File: src/rtl/lighthouse_sample_arbiter.sv
// Collects decoder words from NUM_SENSORS lighthouse decoders into per-sensor holding slots,
// then round-robin merges them into one tagged first-word-fall-through FIFO.
module lighthouse_sample_arbiter #(
    parameter int unsigned NUM_SENSORS = 8,
    parameter int unsigned ID_WIDTH    = 4,
    parameter int unsigned FIFO_DEPTH  = 16
) (
    input  logic                          clk,
    input  logic                          reset,
    input  logic [32*NUM_SENSORS-1:0]     sensor_data,
    input  logic [NUM_SENSORS-1:0]        data_ready,
    output logic                          out_valid,
    input  logic                          out_ready,
    output logic [31:0]                   out_data,
    output logic [ID_WIDTH-1:0]           out_id,
    output logic [$clog2(FIFO_DEPTH):0]   fifo_level,
    output logic [15:0]                   overflow_count,
    input  logic                          clear_overflow
);

    localparam int unsigned PTR_W   = $clog2(FIFO_DEPTH);
    localparam int unsigned LVL_W   = PTR_W + 1;
    localparam int unsigned ENTRY_W = ID_WIDTH + 32;
    localparam int unsigned EV_W    = $clog2(NUM_SENSORS + 1);

    logic [31:0]            word_in [NUM_SENSORS];
    logic [31:0]            hold    [NUM_SENSORS];
    logic [NUM_SENSORS-1:0] pending;
    logic [ID_WIDTH-1:0]    last_grant;

    logic [ENTRY_W-1:0]     mem [FIFO_DEPTH];
    logic [PTR_W-1:0]       wr_ptr;
    logic [PTR_W-1:0]       rd_ptr;
    logic [ENTRY_W-1:0]     head;

    logic                   found_hi;
    logic                   found_lo;
    logic [ID_WIDTH-1:0]    sel_hi;
    logic [ID_WIDTH-1:0]    sel_lo;
    logic                   grant_valid;
    logic [ID_WIDTH-1:0]    grant_id;
    logic [NUM_SENSORS-1:0] grant_onehot;
    logic [31:0]            grant_word;
    logic [NUM_SENSORS-1:0] pending_next;
    logic [EV_W-1:0]        ovf_events;
    logic [16:0]            ovf_sum;
    logic [15:0]            ovf_next;
    logic                   push;
    logic                   pop;
    logic [LVL_W-1:0]       level_next;

    for (genvar g = 0; g < NUM_SENSORS; g++) begin : g_unpack
        assign word_in[g] = sensor_data[32*g +: 32];
    end

    // Round-robin pick: lowest pending index above last_grant, else lowest pending overall.
    always_comb begin
        found_hi = 1'b0;
        found_lo = 1'b0;
        sel_hi   = '0;
        sel_lo   = '0;
        for (int i = int'(NUM_SENSORS) - 1; i >= 0; i--) begin
            if (pending[i]) begin
                found_lo = 1'b1;
                sel_lo   = ID_WIDTH'(i);
                if (ID_WIDTH'(i) > last_grant) begin
                    found_hi = 1'b1;
                    sel_hi   = ID_WIDTH'(i);
                end
            end
        end
        grant_valid = (found_hi | found_lo) && (fifo_level < LVL_W'(FIFO_DEPTH));
        grant_id    = found_hi ? sel_hi : sel_lo;
    end

    // A granted slot ships its old word, so a same-cycle strobe on it is not an overwrite.
    always_comb begin
        grant_onehot = '0;
        grant_word   = '0;
        ovf_events   = '0;
        for (int i = 0; i < int'(NUM_SENSORS); i++) begin
            if (grant_valid && (grant_id == ID_WIDTH'(i))) begin
                grant_onehot[i] = 1'b1;
                grant_word      = hold[i];
            end
            if (data_ready[i] && pending[i] && !grant_onehot[i]) begin
                ovf_events = ovf_events + EV_W'(1);
            end
        end
        pending_next = data_ready | (pending & ~grant_onehot);
    end

    // Saturating overwrite counter; clear still counts events of its own cycle.
    always_comb begin
        ovf_sum = {1'b0, overflow_count} + 17'(ovf_events);
        if (clear_overflow) begin
            ovf_next = 16'(ovf_events);
        end else if (ovf_sum[16]) begin
            ovf_next = 16'hFFFF;
        end else begin
            ovf_next = ovf_sum[15:0];
        end
    end

    always_comb begin
        push = grant_valid;
        pop  = out_valid && out_ready;
        level_next = fifo_level;
        if (push && !pop) begin
            level_next = fifo_level + LVL_W'(1);
        end else if (pop && !push) begin
            level_next = fifo_level - LVL_W'(1);
        end
    end

    always_ff @(posedge clk) begin
        if (reset) begin
            pending        <= '0;
            last_grant     <= ID_WIDTH'(NUM_SENSORS - 1);
            wr_ptr         <= '0;
            rd_ptr         <= '0;
            fifo_level     <= '0;
            overflow_count <= '0;
        end else begin
            pending        <= pending_next;
            fifo_level     <= level_next;
            overflow_count <= ovf_next;
            if (grant_valid) begin
                last_grant <= grant_id;
            end
            if (push) begin
                wr_ptr <= wr_ptr + PTR_W'(1);
            end
            if (pop) begin
                rd_ptr <= rd_ptr + PTR_W'(1);
            end
        end
    end

    // Data storage needs no reset; validity is carried by pending and fifo_level.
    always_ff @(posedge clk) begin
        for (int i = 0; i < int'(NUM_SENSORS); i++) begin
            if (data_ready[i]) begin
                hold[i] <= word_in[i];
            end
        end
        if (push) begin
            mem[wr_ptr] <= {grant_id, grant_word};
        end
    end

    always_comb begin
        head      = mem[rd_ptr];
        out_valid = (fifo_level != '0);
        out_data  = out_valid ? head[31:0] : '0;
        out_id    = out_valid ? head[32 +: ID_WIDTH] : '0;
    end

endmodule

File: config.mk
export PLATFORM = sky130hd
export DESIGN_NAME = lighthouse_sample_arbiter
export DESIGN_NICKNAME = d
export VERILOG_FILES = /design/src/rtl/lighthouse_sample_arbiter.sv
export SDC_FILE = /design/constraint.sdc
export NUM_CORES = 1
export LEC_CHECK = 0
export BUFFER_PORTS_ARGS = -buffer_cell sky130_fd_sc_hd__buf_4
export CAP_MARGIN = 20
export CORE_ASPECT_RATIO = 0.5
export CORE_MARGIN = 2
export CORE_UTILIZATION = 50
export DETAILED_ROUTE_END_ITERATION = 6
export PLACE_DENSITY_LB_ADDON = 0.25
export SLEW_MARGIN = 20
export SYNTH_ARGS = -nofsm -noshare
export SYNTH_HDL_FRONTEND = slang
export SYNTH_SLANG_ARGS = --single-unit
File: constraint.sdc
create_clock -name clk -period 7.3 [get_ports clk]
set_input_delay 1.46 -clock clk [delete_from_list [all_inputs] [get_ports clk]]
set_output_delay 1.46 -clock clk [all_outputs]
set_load 0.05 [all_outputs]
Yosys cells after proc, flatten, opt, wreduce, memory -nomap -nowiden
Memories as Yosys holds them, arrays and structs flattened. A register that Yosys moved wholly into a read port is not among the register bits.
Cells that the tools add are included.
- output and inout port bits: 58
- word-level logic and storage cells: 182
- register bits after elaboration: 41
- memory bits (writable): 832
- bits in latches: 0
- memory bits (read-only): 0
- memories kept: 2
- muxes and demuxes: 99
- equality and inequality tests: 7
- $lt $le $gt $ge: 9
- multiply operators: 0
- shift operators: 0
- div/mod/pow operators: 0
- bitwise logic cells: 4
- reductions and logical operators: 42
- $add $sub $neg: 12
- memory list (name ; words ; width ; read ports ; clocked after memory_dff ; wr ports ; line ; source):
    mem ; 16 ; 36 ; 1 ; 1 ; 1 ; 31 ; logic [ENTRY_W-1:0] mem [FIFO_DEPTH];
    hold ; 8 ; 32 ; 8 ; 0 ; 8 ; 27 ; logic [31:0] hold [NUM_SENSORS];
- operators with widths (kind ; count):
    two-way mux 32 bit ; 9
    two-way mux 4 bit ; 33
    two-way mux 1 bit ; 51
    adder 4 x 1 -> 4 bit, second input constant ; 9
    logical AND 1 bit ; 28
    adder 16 x 4 -> 17 bit ; 1
    equality test 4 x 3 -> 1 bit, second input constant ; 4
    > comparator 3 x 4 -> 1 bit, first input constant ; 4
    two-way mux 16 bit ; 1
    logical NOT 1 bit ; 10
    two-way mux 5 bit ; 2
    two-way mux 3 bit ; 3
    bitwise AND 8 bit ; 1
    equality test 4 x 2 -> 1 bit, second input constant ; 2
    > comparator 1 x 4 -> 1 bit, first input constant ; 2
    > comparator 2 x 4 -> 1 bit, first input constant ; 2
    inverter 8 bit ; 1
    OR 8 bit ; 1
    adder 5 x 1 -> 5 bit, second input constant ; 1
    < comparator 5 bit, second input constant ; 1
    nonzero test 5 bit ; 1
    subtractor 5 x 1 -> 5 bit, second input constant ; 1
    equality test 4 x 1 -> 1 bit, second input constant ; 1
    logical NOT 4 bit ; 1
    3 further kinds ; 3

Logic depth before layout (Yosys ltp)
Gate-level depths: netlist of run 1.
- word-level depth: 41
- depth in mapped cells: 43
- mapped depth without buffers: 39

Worst setup path after synthesis of run 1
Ideal clock, no wire load.
- kind: reg2reg
- from: register last_grant[1]
- to: register overflow_count[1]
- path slack: -248 ps
- stages on the path, launching flop included: 39
- buffers on the path: 5
- data arrival time: 7478 ps
- required time: 7230 ps
- cells stage by stage: dfxtp_1 > buf_2 > or3b_1 > a21oi_2 > nor2b_1 > buf_6 > a31oi_1 > and2_0 > clkbuf_1 > clkbuf_1 > nand3_1 > and3_1 > inv_1 > ha_1 > xnor2_1 > ha_1 > nand4_1 > nand2_1 > (+3 left out) > inv_1 > ha_1 > nand2_1 > o21ai_0 > ha_1 > mux2_2 > ha_1 > mux2i_1 > fa_1 > nor2b_1 > o21ai_0 > nand2b_1 > nand2_1 > nor2_1 > or4b_2 > clkbuf_1 > a31o_2 > a21oi_1
- word-level cells in the longest chain between the ends: 41
- elaborated cells between the ends (all ways): 101
- classes of those cells: add/sub: 8; order compare: 8; eq/ne: 7; mux: 51; bitwise: 1; reduce/logical: 26
- RTL lines (element ; line ; source):
    start, declared ; 29 ; logic [ID_WIDTH-1:0] last_grant;
    start signal, assigned ; 119 ; last_grant <= ID_WIDTH'(NUM_SENSORS - 1);
    start signal, assigned ; 129 ; last_grant <= grant_id;
    > comparator 3 x 4 -> 1 bit ; 66 ; if (ID_WIDTH'(i) > last_grant) begin
    two-way mux 3 bit or two-way mux 1 bit (tied branches) ; 66 ;
    two-way mux 3 bit or two-way mux 1 bit (tied branches) ; 63 ; if (pending[i]) begin
    two-way mux 4 bit or two-way mux 1 bit (tied branches) ; 66 ;
    two-way mux 4 bit or two-way mux 1 bit (tied branches) ; 63 ;
    two-way mux 4 bit or two-way mux 1 bit (tied branches) ; 66 ;
    two-way mux 4 bit or two-way mux 1 bit (tied branches) ; 63 ;
    two-way mux 4 bit or two-way mux 1 bit (tied branches) ; 66 ;
    (+25 left out) ; - ;
    two-way mux 4 bit ; 86 ; if (data_ready[i] && pending[i] && !grant_onehot[i]) begin
    adder 4 x 1 -> 4 bit ; 87 ; ovf_events = ovf_events + EV_W'(1);
    two-way mux 4 bit ; 86 ;
    adder 4 x 1 -> 4 bit ; 87 ;
    two-way mux 4 bit * ; 86 ;
    adder 16 x 4 -> 17 bit ; 95 ; ovf_sum = {1'b0, overflow_count} + 17'(ovf_events);
    two-way mux 16 bit ; 98 ; end else if (ovf_sum[16]) begin
    two-way mux 4 bit * ; 96 ; if (clear_overflow) begin
    end signal, assigned ; 127 ; overflow_count <= ovf_next;
    end, declared ; 17 ; output logic [15:0] overflow_count,
Every way passes the cells marked *; elsewhere a longest branch is shown, timed or not.
A chain may end at the register's enable or synchronous reset.

Worst setup path in the final report of run 1
- from: register last_grant[0]
- to: register overflow_count[3]
The elaborated chain is that of the path after synthesis.

==> results.txt, run 1 <==
The total power per unit cell area is 429 nW/µm². The met3 wire length came out at 6.62 mm. For flop-to-flop paths, the worst setup slack is around 0.38 ns. The maximum VDD drop is roughly 0.00030 V. The maximum number of pins on one net before global-route repair came out at between 80 and 90. The switching power as a share of total power is 34.0%.

Signal routing reaches up to met4. The proportion of layout cells with a drive suffix above 1 came out at 35.7%. The synthesized netlist devotes ~3.7% of its cell area to compound gates. In this run, CTS created clock tree buffers numbering a little under 80.

The clock share of power is between 20% and 30%. The detailed-route wire length came out at about 83 mm. The cell area after placement came out at between 30000 and 40000 µm². The simple-gate portion of the synthesized area came out at under 10%.

The internal power summed over all cells came out at about 11 mW. The startpoint identified for the worst register-to-register timing path is last_grant[0]. The final standard cell count with taps included and fillers excluded is slightly above 3000.

The die extent in y came out at approximately 190 µm. The max-capacitance violation count came out at 0. The violation count after the first detailed-route iteration came out at ~2000. The placer's final routability congestion estimate came out at about 0.87. The number of clock sinks seen by CTS is 860. The fraction of registers with async set or reset after synthesis came out at 0%. Summing all non-filler instances in the final layout gives an area of a little over 40000 µm².

The multiplexer share of the synthesized area came out at between 10% and 20%. The delay of the slowest critical-path stage came out at roughly 0.4 ns. The arrival time at the worst endpoint came out at around 7.5 ns. After detailed routing, the met2 layer carries between 40 and 50 mm of wire. The sequential area share after synthesis is ~75%.

The count of cell types in the netlist is 69. The final worst slack came out at approximately 0.38 ns. TritonCTS built the clock tree. The post-synthesis xor/xnor area fraction is 0.907%. The total vias in the final route came out at approximately 18000.

The clock skew after layout came out at ~0.02 ns. The leading register cell type out of synthesis is edfxtp_1. The final count of pins violating max slew is 0. The core area came out at between 60000 and 70000 µm². The number of instances in the placed design came out at 2955. Among the stages of the critical path, the cell type that occurs most often is ha_1. The worst setup path is launched from a register.

Across every metal layer, demand over resource in global routing totals 24.1%. The number of placement rows came out at 67. The number of buffers on the longest clock path is 3. The worst path required time came out at 7.83 ns. The slowest stage of the critical path is the fa_1 cell. The cell depth of the worst min-delay path is 2.

Measured in cells, the most critical reg-to-reg path has a length of 37. The worst register-to-register path ends at overflow_count[3]. The register cell area after layout came out at roughly 25000 µm². The mean instance size in the synthesized netlist came out at ~19 µm². The total half-perimeter wirelength after legalization and detailed placement came out at about 48 mm. The gate count after technology mapping is approximately 1700. The count of buffers inserted at the top-level ports came out at between 300 and 400.

The total count of hold-check failures in the final report is 0. The synthesized design contains between 800 and 900 enable-type register cells. For the pin with the worst max-slew slack, the measured transition is 0.954 ns. Grouping stages by cell kind, the critical path spends the most delay in simple AND/OR/NAND/NOR gates. For the worst-skew pair, the clock arrives at the later sink with an insertion delay of ~0.63 ns. After synthesis the netlist holds a flip-flop and latch count of between 800 and 900. Timing would allow up to 144 MHz. On the final layout, the worst hold slack is 0.498 ns. The total area of multi-input combinational cells came out at 8150 µm². The dominant combinational cell family by area after synthesis is multiplexers. In this run, the combinational gates consume about a third of the power.

The remaining design rule violation count came out at 4. The relative area change from synthesis to final layout came out at 19.4%. The initial antenna violation count is 12. The worst setup path is captured at a register.

The number of setup violations in the final report is 0. After detailed routing, the number of vias per cell comes to between 5 and 6. The routed metal-1 wirelength came out at about 34 mm.

The first-pass iteration count of the detailed router is 7. The total overflow left after global routing is 0. The sequential share of power came out at about two fifths. The post-CTS clock slew at the launch and capture registers of the worst setup and hold paths came out at around 0.06 ns. Together, buffers and inverters on the worst path number 4. The share of the clock period used by the worst path came out at 94.8%. The starting utilization of the core area is around 50%. The quantity of hold-fixing buffers added after cts is 0. After Yosys synthesis, full adders, half adders and majority gates account for 0.859% of the synthesized area. The share of the core filled with cells came out at about three fifths. For this design the static power due to leakage is about 14 nW. The number of synthesis warnings came out at 0.

The clock period could shrink to between 6 and 7 ns. The critical path class is register to register. The H-tree was split into 3 levels. For this design the total switching power over the nets is a little under 6 mW. The first global-routing pass estimated approximately 120 mm of wire. The worst max-slew margin expressed relative to the limit is 36.0%. Before CTS, the worst setup slack after placement is -0.188 ns. Fill cells in the final layout number 4789.

The number of global-route vias before repair came to approximately 18000. The final routed wire length divided by cell count is roughly 27 µm. The cell area after synthesis is about 34000 µm². The synthesized net count is slightly above 2000.

The worst min-delay path category is register to register. The die outline area came out at between 60000 and 70000 µm². The maximum net fanout on the critical path is 6. The worst hold path begins at rd_ptr[3]. In this run the clock root is driven by a clkbuf_16.

The count of pins on the block boundary is between 300 and 400. The final reports fail on design-rule violations. The run finished, with violations left. The detail route stage leaves a number of antenna-violating nets equal to 0.

The x dimension of the die came out at between 300 and 400 µm. The final layout contains between 2000 and 2500 nets.
[state kept, by name, indices dropped and copies added, names as in the netlist, named ones only]
signal and flops:
mem 560, fifo_level 5, overflow_count 16, pending 8
last_grant 3, wr_ptr 4, hold 256, rd_ptr 4
[power by group through the flow]
stage	Sequential, mW	Clock [mW]	Combinational [mW]
6_report	7.25	3.99	6.05
5_1_grt	7.30	4.24	6.48
4_1_cts	7.26	4.06	6.00
3_5_place_dp	7.36	0	5.99
3_3_place_gp	7.33	0	5.87
2_1_floorplan	7.31	0	3.67
[cells in the mapped netlist, drive strengths merged, types with 15 or more instances]
master,count,share of area [%]
edfxtp,816,73
mux4,206,14
nand2,115,1.3
a21oi,101,1.5
nor2,69,0.77
clkbuf,64,0.71
o21ai,59,0.87
and2,53,0.98
dfxtp,44,2.6
buf,27,0.35
ha,20,0.74
nand3,18,0.27
inv,17,0.19
xnor2,15,0.41
[cells in the final DEF, fill, tap and decap left out, types with 7 or more instances in the layout]
cell type  instances
clkinv_2          10
buf_4            405
a21oi_1           99
edfxtp_1         816
inv_1             15
xnor2_1           14
o221ai_1           7
nor3_1            11
nand2_1          115
nand3_1           17
ha_1              18
mux4_2           206
o21ai_0           53
clkbuf_1          21
xor2_1            12
and2_1            35
and2_2            17
dfxtp_1           37
nor2_1            64
clkinv_1          16
clkbuf_16         78
[layer usage]
metal | up-vias | GRT usage [%]
met4 | 0 | 5.72
met2 | 771 | 38.8
met3 | 112 | 4.70
met5 | - | 0
li1 | 7831 | -
met1 | 9512 | 34.4
[stage by stage]
stage               power (mW)  TNS, ns
finish                    17.3        0
global route              18.0  -0.0270
CTS                       17.3        0
detailed placement        13.4   -0.464
global placement          13.2  -0.0625
floorplan                 11.0        0
[final cells by class]
type	count	area share (%)
Sequential cell	860	63.0
Multi-Input combinational cell	776	20.2
Timing Repair Buffer	409	7.72
Clock buffer	105	5.24
Tap cell	897	2.78
Clock inverter	36	0.819
Inverter	18	0.174
Antenna cell	6	0.0372
[logic make-up (layout without fill, tap and decap cells)]
logic type,count (synthesis),after routing
multiplexers,213,213
other,1,7
AND/OR/NAND/NOR,303,303
XOR/XNOR,30,30
buffers and inverters,109,568
flip-flops,860,860
adder cells (fa/ha/maj),22,22
AO/OA/AOI/OAI,207,207
[how the worst max path moves through the flow]
stage,start,end,depth (start not counted),slack (ns)
after floorplan,last_grant[1],overflow_count[1],38,0.01
after global placement,last_grant[2],overflow_count[1],32,-0.06
after detailed placement,last_grant[2],overflow_count[1],32,-0.19
after CTS,last_grant[0],overflow_count[3],37,0.04
after global routing,last_grant[0],overflow_count[3],37,-0.03
final,last_grant[0],overflow_count[3],37,0.38
[what timing repair did]
action / 4_1_cts / 5_1_grt
resized for setup: 3 / 27
endpoints found under the setup margin: 10 / 16
buffers inserted: 0 / 5
pin swaps: 0 / 7
[tightest hold or removal path, cell delays in order, from the launching register on]
cell     delay, ns
dfxtp_1       0.31
o21ai_0       0.06
a21oi_1       0.08
Power figures use the tool's default switching activity.
==> run 2, diff against run 1 <==
- CTS_CLUSTER_DIAMETER: default -> 100
- RECOVER_POWER: default -> 50
==> results.txt, run 2 (synthesis results as in run 1) <==
The number of global-route vias before repair is 18500 (unchanged). The initial antenna violation count is 17 (+5). The maximum net fanout on the critical path came out at 6 (unchanged). The count of nets left with antenna violations after detail routing was 0 (unchanged). The die extent in y is 188 µm (unchanged). The clock buffer count from CTS came to 77 (unchanged). The number of instances in the placed design came out at 2955 (unchanged). The number of buffer and inverter instances along the worst setup path came to 4 (unchanged).

The maximum number of pins on one net before global-route repair is 88 (unchanged). The worst setup path is captured at a register. The latest clock arrival within the worst-skew pair was 0.63 ns (about the same). The cell sitting at the root of the clock tree is a clkbuf_16. The total routing usage reported by global routing is 24.1% (unchanged). The setup TNS was 0 ns (unchanged). The final routed wire length divided by cell count is 26.7 µm (-0.54%). The flip-flop count of the largest register after layout came out at 560 (unchanged). The switching power as a share of total power is 34.0% (about the same).

The delay of the slowest critical-path stage was 0.41 ns (about the same). The H-tree level count came out at 3 (unchanged). The clock share of power is 23.1% (about the same). The top cell types in the final layout, fill and taps aside, are 816 x edfxtp_1, 251 x clkbuf_4, 206 x mux4_2.

The static leakage power came out at 13.5 nW (-0.91%). The post-CTS clock slew at the launch and capture registers of the worst setup and hold paths came out at 0.06 ns (about the same). The overflow left after global routing is 0 (unchanged). The quantity of hold-fixing buffers added after cts was 0 (unchanged). For this design, the slowest cell found on the critical path is fa_1.

The total count of hold-check failures in the final report is 0 (unchanged). The placer's final routability congestion estimate is 0.865 (unchanged). The maximum VDD drop is 0.000297 V (-0.61%).

The violation count after the first detailed-route iteration came out at 1899 (-3.1%). The flow ran to the end, but the final reports show violations. The top achievable clock speed was 144 MHz (-0.23%). The number of buffers on the longest clock path came to 3 (unchanged). The x dimension of the die is 372 µm (unchanged). The relative area change from synthesis to final layout is 19.2%. The clock skew after layout came out at 0.0214 ns (+0.00129 ns). The cell family contributing the most delay on the critical path is simple AND/OR/NAND/NOR gates. The number of clock sinks seen by CTS is 860 (unchanged).

The die outline area is 69800 µm² (unchanged). The worst-case hold slack came to 0.498 ns (-0.000106 ns). The number of nets in the final layout is 2432 (unchanged). The max-capacitance violation count was 7 (+7).

The first-pass iteration count of the detailed router came out at 6 (-1). The starting utilization of the core area is 50.5% (unchanged). The number of setup violations in the final report is 0 (unchanged). The register with the highest flop count is mem. The count of buffers inserted at the top-level ports is 324 (unchanged). The most prevalent standard cell on the critical path is ha_1. The actual transition at the worst max-transition pin came out at 2.54 ns (+1.58 ns). The final count of pins violating max slew came to 245 (+245). The proportion of layout cells with a drive suffix above 1 came out at 34.6% (-1.1 points). The average vias per placed instance is 5.87 (about the same). TritonCTS built the clock tree. The total vias in the final route is 18300 (+0.21%). The total half-perimeter wirelength after legalization and detailed placement is 48.3 mm (unchanged). The first-pass GRT wire length is 121 mm (unchanged). The remaining design rule violation count is 0 (-4). The shortest period the worst path allows is 6.94 ns (+0.0159 ns). The largest registers in the layout are mem (560), hold (256), overflow_count (16).

The path class of the tightest hold or removal check is register to register. The share of the clock period used by the worst path came out at 95.1% (+0.22 points). The arrival time at the worst endpoint is 7.48 ns (+0.02 ns). The internal power summed over all cells is 11.4 mW (about the same). Leaving out fill and tap cells, the most frequent cell in the layout is edfxtp_1.

The detailed-route wire length came out at 83.0 mm (-0.41%). The worst max-slew margin expressed relative to the limit came out at -69.2% (-110 points). The core area came out at 66900 µm² (unchanged).

The count of pins on the block boundary was 326 (unchanged). The critical path in this run is classified as register to register. The final standard cell count with taps included and fillers excluded is 3111 (+0.13%). The final reports fail on max-capacitance violations, max-slew violations.

The sequential share of power is 42.0% (about the same). The startpoint class of the critical path is a register. The net switching power is 5.88 mW (about the same).

The number of placement rows came out at 67 (unchanged). The total power per unit cell area is 429 nW/µm² (+0.12%). The worst path required time is 7.84 ns (about the same). The combinational group share of total power came to 35.0% (about the same).
[run 2: changes by cell type in the layout (fill, tap and decap cells not counted), sizes merged]
cell / previous run / this run
buf: 409 / 140
clkbuf: 105 / 374
diode: 6 / 10
[run 2: cell type report]
type                    count  area [µm²]
well taps                 897        1120
inverters                  18        70.1
clock buffers             105        2110
diodes                     10        25.0
flip-flops and latches    860       25400
repair buffers            409        3040
multi-input cells         776        8150
clock inverters            36         330
fillers                  4807       26600
[run 2: what timing repair did]
action	CTS	global route
pin swaps	0	7
resized for setup	3	27
setup buffers	0	5
endpoints found under the setup margin	10	16
[run 2: path summary, 6_finish.rpt]
kind	endpoint	slack, ns	from	depth (start not counted)
setup / recovery	overflow_count[3]	0.36	last_grant[0]	37
hold reg to reg	register	0.50	rd_ptr[3]	2
hold / removal	register	0.50	rd_ptr[3]	2
setup reg to reg	overflow_count[3]	0.36	last_grant[0]	37
[run 2: stage by stage]
| step | setup slack (ns) | total power [mW] | area (µm²) | utilization, % |
|---|---|---|---|---|
| 2_1_floorplan | 0.0109 | 11.0 | 33800 | - |
| 3_3_place_gp | -0.0625 | 13.2 | 37700 | 56.3 |
| 3_5_place_dp | -0.188 | 13.4 | 37700 | 56.3 |
| 4_1_cts | 0.0441 | 17.3 | 40100 | 60.0 |
| 5_1_grt | -0.0270 | 18.0 | 40300 | 60.2 |
| 6_report | 0.360 | 17.3 | 40300 | 60.2 |
[run 2: worst register-to-register path: cells and delay by family, from the launching register on]
family                     cells  cell delay (ns)
AOI/OAI and AO/OA              7             1.06
buffers and inverters          4             0.47
muxes                          2             0.38
DFF                            1             0.32
xor gates and xnor gates       1             0.20
and+or+nand+nor               16             2.27
adders and majority gates      7             2.15
[run 2: power groups by stage]
stage / Clock (mW) / Combinational, mW / Sequential [mW]
floorplan: 0 / 3.67 / 7.31
global placement: 0 / 5.87 / 7.33
global route: 4.24 / 6.47 / 7.31
CTS: 4.06 / 6.00 / 7.26
detailed placement: 0 / 5.99 / 7.36
finish: 3.99 / 6.04 / 7.25
[run 2: routing by layer]
metal	wire length (µm)	track usage [%]
met5	11	0
met1	34100	34.4
met2	40800	38.8
met3	6260	4.70
met4	1790	5.72
